<file path="src/rtl/fio_init_sequencer.sv">
// Host-side FileIO sequencer: streams an init image into the GPU, runs it,
// waits for completion (with timeout) and dumps data memory.
module fio_init_sequencer #(
  parameter int MEM_SIZE       = 256,
  parameter int SHMEM_SIZE     = 256,
  parameter int ICACHE_DEPTH   = 4096,
  parameter int TM_DEPTH       = 8,
  parameter int TIMEOUT_CYCLES = 1000000,
  localparam int AW  = $clog2(MEM_SIZE + SHMEM_SIZE),
  localparam int MAW = $clog2(MEM_SIZE)
) (
  input  logic           clk,
  input  logic           rst,
  input  logic           go,
  output logic           busy,
  output logic           done,
  output logic           timeout_err,
  output logic [31:0]    run_cycles,
  output logic           img_rd_en,
  output logic [1:0]     img_sel,
  output logic [11:0]    img_addr,
  input  logic [255:0]   img_rdata,
  output logic           Write_Enable_FIO_TM,
  output logic [28:0]    Write_Data_FIO_TM,
  output logic           start_FIO_TM,
  output logic           clear_FIO_TM,
  input  logic           finished_TM_FIO,
  output logic           FileIO_Wen_ICache,
  output logic [11:0]    FileIO_Addr_ICache,
  output logic [31:0]    FileIO_Din_ICache,
  output logic           FIO_MEMWRITE,
  output logic [AW-1:0]  FIO_ADDR,
  output logic [255:0]   FIO_WRITE_DATA,
  input  logic [255:0]   FIO_READ_DATA,
  output logic           FIO_CACHE_LAT_WRITE,
  output logic [4:0]     FIO_CACHE_LAT_VALUE,
  output logic [MAW-1:0] FIO_CACHE_MEM_ADDR,
  output logic           dump_valid,
  output logic [MAW-1:0] dump_addr,
  output logic [255:0]   dump_data
);

  typedef enum logic [3:0] {
    S_IDLE, S_CLR, S_LD_TM, S_LD_IC, S_LD_MEM, S_LD_LAT,
    S_START, S_WAIT, S_DUMP, S_DONE
  } state_t;

  localparam logic [31:0] TO_LIM = 32'(TIMEOUT_CYCLES);

  state_t         state_q, state_d;
  logic [12:0]    cnt_q, cnt_d;
  logic [31:0]    run_q, run_d;
  logic           to_q, to_d;

  logic [28:0]    tmd_q, tmd_d;
  logic [11:0]    ica_q, ica_d;
  logic [31:0]    icd_q, icd_d;
  logic [AW-1:0]  fa_q, fa_d;
  logic [255:0]   fwd_q, fwd_d;
  logic [4:0]     latv_q, latv_d;
  logic [MAW-1:0] lata_q, lata_d;
  logic [MAW-1:0] dpa_q, dpa_d;
  logic [255:0]   dpd_q, dpd_d;

  function automatic logic [12:0] phase_len(input state_t s);
    case (s)
      S_LD_TM:  return 13'(TM_DEPTH);
      S_LD_IC:  return 13'(ICACHE_DEPTH);
      S_LD_MEM: return 13'(MEM_SIZE);
      S_LD_LAT: return 13'(MEM_SIZE);
      default:  return 13'd0;
    endcase
  endfunction

  function automatic logic [31:0] sat_inc(input logic [31:0] v);
    return (v == 32'hFFFF_FFFF) ? v : v + 32'd1;
  endfunction

  logic [12:0] n_words;
  logic [11:0] wa;
  logic        rd_ok;
  logic        wr_ok;
  logic [31:0] run_inc;

  // Word i is read in cycle i and written in cycle i+1, so the write index lags by one.
  assign n_words = phase_len(state_q);
  assign wa      = 12'(cnt_q - 13'd1);
  assign rd_ok   = (cnt_q != n_words);
  assign wr_ok   = (cnt_q != 13'd0);
  assign run_inc = sat_inc(run_q);

  always_ff @(posedge clk or negedge rst) begin
    if (!rst) begin
      state_q <= S_IDLE;
      cnt_q   <= '0;
      run_q   <= '0;
      to_q    <= 1'b0;
      tmd_q   <= '0;
      ica_q   <= '0;
      icd_q   <= '0;
      fa_q    <= '0;
      fwd_q   <= '0;
      latv_q  <= '0;
      lata_q  <= '0;
      dpa_q   <= '0;
      dpd_q   <= '0;
    end else begin
      state_q <= state_d;
      cnt_q   <= cnt_d;
      run_q   <= run_d;
      to_q    <= to_d;
      tmd_q   <= tmd_d;
      ica_q   <= ica_d;
      icd_q   <= icd_d;
      fa_q    <= fa_d;
      fwd_q   <= fwd_d;
      latv_q  <= latv_d;
      lata_q  <= lata_d;
      dpa_q   <= dpa_d;
      dpd_q   <= dpd_d;
    end
  end

  always_comb begin
    state_d = state_q;
    cnt_d   = cnt_q;
    run_d   = run_q;
    to_d    = to_q;
    case (state_q)
      S_IDLE: if (go) state_d = S_CLR;
      S_CLR: begin
        cnt_d   = '0;
        run_d   = '0;
        to_d    = 1'b0;
        state_d = S_LD_TM;
      end
      S_LD_TM, S_LD_IC, S_LD_MEM, S_LD_LAT: begin
        if (!rd_ok) begin
          cnt_d = '0;
          case (state_q)
            S_LD_TM:  state_d = S_LD_IC;
            S_LD_IC:  state_d = S_LD_MEM;
            S_LD_MEM: state_d = S_LD_LAT;
            default:  state_d = S_START;
          endcase
        end else begin
          cnt_d = cnt_q + 13'd1;
        end
      end
      S_START: begin
        run_d   = '0;
        state_d = S_WAIT;
      end
      S_WAIT: begin
        cnt_d = '0;
        // The cycle finished_TM_FIO is seen does not count toward run time.
        if (finished_TM_FIO) begin
          state_d = S_DUMP;
        end else begin
          run_d = run_inc;
          if (run_inc >= TO_LIM) begin
            to_d    = 1'b1;
            state_d = S_DUMP;
          end
        end
      end
      S_DUMP: begin
        if (cnt_q == 13'(MEM_SIZE)) begin
          cnt_d   = '0;
          state_d = S_DONE;
        end else begin
          cnt_d = cnt_q + 13'd1;
        end
      end
      S_DONE: if (go) state_d = S_CLR;
      default: state_d = S_IDLE;
    endcase
  end

  always_comb begin
    img_rd_en           = 1'b0;
    img_sel             = 2'd0;
    img_addr            = '0;
    Write_Enable_FIO_TM = 1'b0;
    start_FIO_TM        = 1'b0;
    clear_FIO_TM        = 1'b0;
    FileIO_Wen_ICache   = 1'b0;
    FIO_MEMWRITE        = 1'b0;
    FIO_CACHE_LAT_WRITE = 1'b0;
    dump_valid          = 1'b0;
    tmd_d  = tmd_q;
    ica_d  = ica_q;
    icd_d  = icd_q;
    fa_d   = fa_q;
    fwd_d  = fwd_q;
    latv_d = latv_q;
    lata_d = lata_q;
    dpa_d  = dpa_q;
    dpd_d  = dpd_q;
    case (state_q)
      S_CLR: clear_FIO_TM = 1'b1;
      S_LD_TM, S_LD_IC, S_LD_MEM, S_LD_LAT: begin
        img_rd_en = rd_ok;
        img_addr  = rd_ok ? cnt_q[11:0] : 12'd0;
        case (state_q)
          S_LD_TM: begin
            img_sel             = 2'd0;
            Write_Enable_FIO_TM = wr_ok;
            if (wr_ok) tmd_d = img_rdata[28:0];
          end
          S_LD_IC: begin
            img_sel           = 2'd1;
            FileIO_Wen_ICache = wr_ok;
            if (wr_ok) begin
              ica_d = wa;
              icd_d = img_rdata[31:0];
            end
          end
          S_LD_MEM: begin
            img_sel      = 2'd2;
            FIO_MEMWRITE = wr_ok;
            if (wr_ok) begin
              fa_d  = {{(AW-MAW){1'b0}}, wa[MAW-1:0]};
              fwd_d = img_rdata;
            end
          end
          default: begin
            img_sel             = 2'd3;
            FIO_CACHE_LAT_WRITE = wr_ok;
            if (wr_ok) begin
              lata_d = wa[MAW-1:0];
              latv_d = img_rdata[4:0];
            end
          end
        endcase
      end
      S_START: start_FIO_TM = 1'b1;
      S_DUMP: begin
        // Read address leads the returned data by one cycle.
        if (cnt_q < 13'(MEM_SIZE)) fa_d = {{(AW-MAW){1'b0}}, cnt_q[MAW-1:0]};
        if (wr_ok) begin
          dump_valid = 1'b1;
          dpa_d      = wa[MAW-1:0];
          dpd_d      = FIO_READ_DATA;
        end
      end
      default: ;
    endcase
  end

  assign busy                = (state_q != S_IDLE) && (state_q != S_DONE);
  assign done                = (state_q == S_DONE);
  assign timeout_err         = to_q;
  assign run_cycles          = run_q;
  assign Write_Data_FIO_TM   = tmd_d;
  assign FileIO_Addr_ICache  = ica_d;
  assign FileIO_Din_ICache   = icd_d;
  assign FIO_ADDR            = fa_d;
  assign FIO_WRITE_DATA      = fwd_d;
  assign FIO_CACHE_LAT_VALUE = latv_d;
  assign FIO_CACHE_MEM_ADDR  = lata_d;
  assign dump_addr           = dpa_d;
  assign dump_data           = dpd_d;

endmodule

</file>
<file path="config.mk">
export PLATFORM = sky130hd
export DESIGN_NAME = fio_init_sequencer
export DESIGN_NICKNAME = d
export VERILOG_FILES = /design/src/rtl/fio_init_sequencer.sv
export SDC_FILE = /design/constraint.sdc
export NUM_CORES = 1
export LEC_CHECK = 0
export ABC_AREA = 1
export CAP_MARGIN = 20
export CORE_AREA = 2 2 466 468
export DETAILED_ROUTE_END_ITERATION = 8
export DIE_AREA = 0 0 468 470
export GPL_TIMING_DRIVEN = 1
export MAX_ROUTING_LAYER = met4
export PLACE_DENSITY = 0.3
export SLEW_MARGIN = 15
export SYNTH_ARGS = -nofsm -noshare
export SYNTH_HDL_FRONTEND = slang
export SYNTH_SLANG_ARGS = --single-unit
</file>
<file path="constraint.sdc">
create_clock -name clk -period 3.4 [get_ports clk]
set_input_delay 0.68 -clock clk [delete_from_list [all_inputs] [get_ports clk]]
set_output_delay 0.68 -clock clk [all_outputs]
set_load 0.01 [all_outputs]
</file>
==> results of run 1 <==
per-stage QoR:
step | setup slack (ns) | area [sq um]
floorplan | 0.729 | 26900
global placement | -0.256 | 45400
detailed placement | -0.167 | 45400
CTS | -0.741 | 49600
global route | -0.718 | 50500
finish | -0.552 | 50600
sequential cells by signal (all words and copies together), names as in the netlist, 8 cells and up:
signal,flops
icd_q,32
dpa_q,8
cnt_q,13
dpd_q,256
ica_q,12
lata_q,8
tmd_q,29
fa_q,9
run_cycles,32
fwd_q,256
worst max-delay path, cell delays in order (launching register included):
cell and delay [ns]:
dfrtp_1 0.36, inv_2 0.06, ha_4 0.16, inv_2 0.04
nor2_2 0.03, inv_2 0.06, nor3_4 0.04, nand2_2 0.09
inv_4 0.06, nor2_4 0.26, buf_12 0.20, buf_4 0.13
buf_12 0.16, nand2_1 0.16, nand2_1 0.14, clkdlybuf4s50_1 0.55
power groups by stage:
stage | clock network, W | logic [W] | registers, W
after floorplan | 0 | 0.00881 | 0.0124
after global placement | 0 | 0.0275 | 0.0126
after detailed placement | 0 | 0.0275 | 0.0126
after CTS | 0.0107 | 0.0278 | 0.0125
after global routing | 0.0110 | 0.0300 | 0.0129
final | 0.0102 | 0.0279 | 0.0125
layer usage:
layer	GRT usage, %	up-vias	routed length [microns]
met5	-	-	0
met4	5.06	0	5470
met3	5.33	229	14700
met2	25.7	1026	84100
met1	19.9	12900	79600
li1	-	13100	-
logic make-up (layout without fill, tap and decap cells):
group / count (synthesis) / in the layout / synth area share (%)
DFF: 665 / 665 / 62.0
adders and majority gates: 4 / 4 / 0.186
buffers and inverters: 278 / 1982 / 4.31
other: 0 / 41 / 0
and+or+nand+nor: 1985 / 1985 / 29.1
xor gates and xnor gates: 13 / 13 / 0.424
AOI/OAI and AO/OA: 203 / 203 / 3.99
path summary, 6_finish.rpt:
kind / endpoint / depth (start not counted) / from / slack (ns)
setup / recovery: dump_data[117] / 15 / cnt_q[0] / -0.55
hold / removal: fwd_q[122] / 2 / fwd_q[122] / 0.46
setup reg to reg: state_q[1] / 16 / run_cycles[1] / 0.55
hold reg to reg: fwd_q[122] / 2 / fwd_q[122] / 0.46
max in group asynchronous: dpd_q[34] / 3 / rst / 1.81
min in group asynchronous: fwd_q[154] / 2 / rst / 0.51
layout make-up:
class	count	area (sq um)	share of cell area, %
diodes	41	103	0.203
clock buffers	136	2680	5.31
clock inverters	27	424	0.839
inverters	136	533	1.05
multi-input cells	2205	9690	19.2
flip-flops and latches	665	16600	32.9
well taps	2854	3570	7.06
repair buffers	1683	16900	33.4
layout by cell type (no fill, tap or decap), types with 13 or more instances in the layout:
cell type / n
a21oi_1: 18
buf_12: 80
clkdlybuf4s50_1: 864
buf_2: 57
dfrtp_1: 665
clkbuf_8: 13
buf_4: 413
dlymetal6s2s_1: 16
nor2_4: 15
nand2_4: 25
o21ai_0: 139
nand3_1: 50
nand2_2: 109
clkbuf_2: 34
clkdlybuf4s15_2: 13
diode_2: 41
dlygate4sd2_1: 73
o22ai_1: 17
buf_6: 80
nor3_1: 13
clkbuf_1: 27
buf_16: 25
inv_1: 119
nor2_1: 97
clkbuf_16: 106
nand2_1: 1628
timing repair:
item	CTS	global route
pin swaps	11	13
hold endpoints to repair	19	0
gates cloned	15	11
hold buffers	1	0
setup buffers	36	51
setup endpoints to repair	635	635
resized for setup	531	536
==> results_dict.tcl, run 1 <==
set metrics [dict create \
    status "finished with violations" \
    violations "setup timing" \
    drc_errors 0 \
    required_ns 2.72 \
    finClkSkew_ns 0.0407 \
    min_path_type "reg -> reg" \
    fin_ws_ns -0.552 \
    ys_ff_latch 665 \
    drt-wirelength-per-cell_microns 23.7 \
    grt_max_degree 97 \
    synth_enable_flop_cells 0 \
    grt_use_total_pct 16.4 \
    yosysTopAreaCellShare_pct 62.0 \
    syn_area_sq_um 26900 \
    yosysWarnings 0 \
    via_per_inst 3.52 \
    root_buffer "clkbuf_16" \
    place_congestion 0.869 \
    synth_nets 3668 \
    async_flop_share_pct 100 \
    antenna_found_initial 84 \
    max_freq_mhz 253 \
    fillers 23800 \
    io-pin-count 1188 \
    clkTransAtPathRegs_ns 0.06 \
    finalSetupViolCount 605 \
    clk_path_buf_depth 3 \
    cts_buffers 95 \
    worstMarginPinSlew_ns 0.733 \
    dr.pass1.iters 5 \
    pwr-share-comb_pct 55.1 \
    powerDensity_nw_per_um2 1000 \
    fp.dieW_microns 468 \
    rows 171 \
    cp-end-kind "output pin" \
    clock_latency_ns 0.74 \
    totalWireLength_microns 184000 \
    drive_gt1_share_pct 22.3 \
    fin_cells 7747 \
    slew-limit-headroom_pct 51.1 \
    critPathKind "reg -> out" \
    yosysMostFrequentCell "nand2_1" \
    grt-ovfl-total 0 \
    ys_types 37 \
    internal-power_w 0.0307 \
    start_util_pct 12.5 \
    finalPower_w 0.0507 \
    core_sq_um 216000 \
    io_buffers 1187 \
    yosysTopAreaCell "dfrtp_1" \
    yosys-top-cells-count "nand2_1, dfrtp_1, o21ai_0" \
    start_kind "flip-flop" \
    p_sw_share_pct 39.5 \
    worst-path-max-fanout 22 \
    syn_inst 3148 \
    power.leakage_nw 23.7 \
    cts_tree "yes" \
    fp.dieArea_sq_um 220000 \
    grt_setup_unrepaired "true" \
    maxCapViolCount 0 \
    hold_ws_ns 0.463 \
    period_needed_ns 3.95 \
    ir_worst_vdd_v 0.000426 \
    slew_viol_final 0 \
    synth.yosys.seq_area_share_pct 62.0 \
    final_core_utilization_pct 23.4 \
    ant_nets 0 \
    fin_crit_sh_pct 116 \
    dp_cells 7433 \
    synth_area_per_cell_sq_um 8.53 \
    fin_tns_setup_ns -188.43 \
    die_h_microns 470 \
    cts_sinks 665 \
    clkPwrFrac_pct 20.2 \
    grt_pass1_wl_microns 242000 \
    grt_pass1_vias 27700 \
    dp_hpwl_microns 142000 \
    seqPwrFrac_pct 24.7 \
    synth_area_leaders "dfrtp_1, nand2_1, o21ai_0, inv_1, nor2_1" \
    hold_viol_final 0 \
    crit_arrival_ns 3.27 \
    fin_nets 5306 \
    synthFlopType "dfrtp_1" \
    htree_levels 3 \
    drtIter0Drc 1389 \
    areaGrowthSynthToFinish_pct 88.2 \
    switchingPower_w 0.0200 \
    num_vias 27300 \
]
(Power assumes the default switching activity.)
==> inputs of run 2 (changes only) <==
- CORE_AREA: 2 2 466 468 -> 2 2 462 464
- CTS_BUF_LIST: unset -> sky130_fd_sc_hd__clkbuf_8
- DIE_AREA: 0 0 468 470 -> 0 0 464 466
==> run 2 against run 1 <==
Compared with the run above: wire length increased by 3.6%; critical path depth increased by 2; combinational power decreased by 6%; the run still ends with setup timing left; sequential power about the same; maximum frequency shrank 1.3%.
==> results_dict.tcl, run 2 (synthesis gave the netlist of run 1 again) <==
set metrics [dict create \
    status "finished with violations" \
    violations "setup timing" \
    ant_nets 0 \
    dr.pass1.iters 5 \
    fin_tns_setup_ns -267.39 \
    fin_crit_sh_pct 118 \
    core_sq_um 211000 \
    worstMarginPinSlew_ns 0.795 \
    cts_buffers 146 \
    final_common_cell "nand2_1" \
    required_ns 2.72 \
    switchingPower_w 0.0201 \
    start_kind "flip-flop" \
    drt-wirelength-per-cell_microns 24.4 \
    finalSetupViolCount 631 \
    slew_viol_final 0 \
    areaGrowthSynthToFinish_pct 86.0 \
    grt_setup_unrepaired "true" \
    grt_pass1_vias 28300 \
    power.leakage_nw 24.2 \
    clock_latency_ns 0.90 \
    top_regs "dpd_q x256, fwd_q x256" \
    fin_cells 7791 \
    drtIter0Drc 1388 \
    p_sw_share_pct 41.8 \
    multi_input_area_sq_um 9440 \
    min_path_type "in -> reg" \
    critical-path-max-stage-delay_ns 0.37 \
    rows 169 \
    crit_arrival_ns 3.33 \
    crit_chain "inv_1 -> ha_4 -> inv_2 -> nor2_2 -> inv_2 -> nor3_4 -> nand2_2 -> inv_4 -> nor2_4 -> buf_12 -> clkinv_16 -> buf_12 -> buf_12 -> buf_4 -> nand2_1 -> nand2_1 -> dlygate4sd2_1" \
    grt_pass1_wl_microns 249000 \
    fp.dieArea_sq_um 216000 \
    hold_ws_ns 0.341 \
    seqPwrFrac_pct 26.2 \
    place_congestion 0.879 \
    fp.dieW_microns 464 \
    start_util_pct 12.7 \
    via_per_inst 3.56 \
    maxCapViolCount 0 \
    clkTransAtPathRegs_ns 0.06 \
    ir_worst_vdd_v 0.000425 \
    cp-end-kind "output pin" \
    dp_hpwl_microns 144000 \
    internal-power_w 0.0279 \
    root_buffer "clkbuf_8" \
    max_freq_mhz 250 \
    antenna_found_initial 79 \
    dp_cells 7349 \
    fillers 23300 \
    grt-ovfl-total 0 \
    cts_tree "yes" \
    period_needed_ns 4.01 \
    drc_errors 0 \
    io_buffers 1187 \
    path_delay_family "buffers and inverters" \
    slew-limit-headroom_pct 47.0 \
    io-pin-count 1188 \
    pwr-share-comb_pct 54.4 \
    clkPwrFrac_pct 19.5 \
    grt_max_degree 75 \
    cts_sinks 665 \
    powerDensity_nw_per_um2 960 \
    worst-path-max-fanout 9 \
    hold_viol_final 0 \
    cp_num_buf_inv 10 \
    num_vias 27700 \
    htree_levels 4 \
    critPathKind "reg -> out" \
    fin_ws_ns -0.605 \
    final_cell_mix "nand2_1, dfrtp_1, clkdlybuf4s50_1" \
    finClkSkew_ns 0.0449 \
    grt_use_total_pct 17.1 \
    drive_gt1_share_pct 21.5 \
    fin_nets 5336 \
    critPathSlowestCell "dfrtp_1" \
    crit_top_cell "buf_12" \
    regArea_sq_um 16600 \
    die_h_microns 466 \
    totalWireLength_microns 190000 \
    clk_path_buf_depth 3 \
]
[run 2: changes by cell type in the layout (fill, tap and decap cells not counted), moves of 18 or more]
cell,before,now
clkbuf_8,13,181
clkbuf_1,27,0
dlygate4sd2_1,73,368
buf_4,413,371
clkdlybuf4s50_1,864,573
buf_6,80,60
clkbuf_16,106,11
nand2_2,109,61
inv_1,119,168
nand2_1,1628,1692
clkbuf_2,34,52
[run 2: power groups by stage]
stage / Combinational [W] / Sequential (W) / Clock [W]
final: 0.0261 / 0.0125 / 0.00934
after global routing: 0.0281 / 0.0129 / 0.0102
after CTS: 0.0257 / 0.0125 / 0.00981
after detailed placement: 0.0271 / 0.0126 / 0
after global placement: 0.0272 / 0.0126 / 0
after floorplan: 0.00881 / 0.0124 / 0
[run 2: cell type report]
type | instances | area share [%]
repair buffers | 1660 | 33.3
flip-flops and latches | 665 | 33.3
multi-input cells | 2205 | 18.9
well taps | 2821 | 7.06
clock buffers | 181 | 4.99
inverters | 136 | 1.14
clock inverters | 78 | 0.982
diodes | 43 | 0.215
repair inverters | 2 | 0.0551
[run 2: repair_timing]
item | in CTS | in global routing
hold endpoints to repair | 27 | 0
cloned | 23 | 15
buffers inserted | 51 | 55
gates resized for setup | 846 | 430
hold buffers | 1 | 0
pin swaps | 7 | 14
endpoints found under the setup margin | 637 | 638
[run 2: routing by layer]
metal	track usage, %	vias up	wire length (microns)
met3	5.93	235	14300
met4	3.77	0	3440
met1	20.7	13200	82400
li1	-	13200	-
met2	27.5	1064	90200
met5	-	-	0
[run 2: path summary, 6_finish.rpt]
check,startpoint,endpoint,slack (ns),cells after the start
worst min-delay path,img_rdata[105],fwd_q[105],0.34,3
worst max-delay path,cnt_q[0],FIO_WRITE_DATA[147],-0.61,17
max in group asynchronous,rst,fwd_q[48],1.94,4
worst min register to register,dpd_q[70],dpd_q[70],0.46,2
worst max register to register,run_cycles[1],state_q[1],0.67,14
min in group asynchronous,rst,dpd_q[34],0.45,2
[run 2: tightest hold or removal path: stages]
cell             delay (ns)
clkdlybuf4s50_1        0.40
nand2_1                0.06
nand2_1                0.06
[run 2: per-stage QoR]
step	total power [W]	instance area, sq um	utilization [%]	worst slack, ns
3_5_place_dp	0.0397	45100	21.4	-0.0462
6_report	0.0479	50000	23.7	-0.605
4_1_cts	0.0481	48900	23.2	-0.810
2_1_floorplan	0.0212	26900	-	0.729
3_3_place_gp	0.0398	45100	21.4	-0.0619
5_1_grt	0.0512	49900	23.6	-0.813
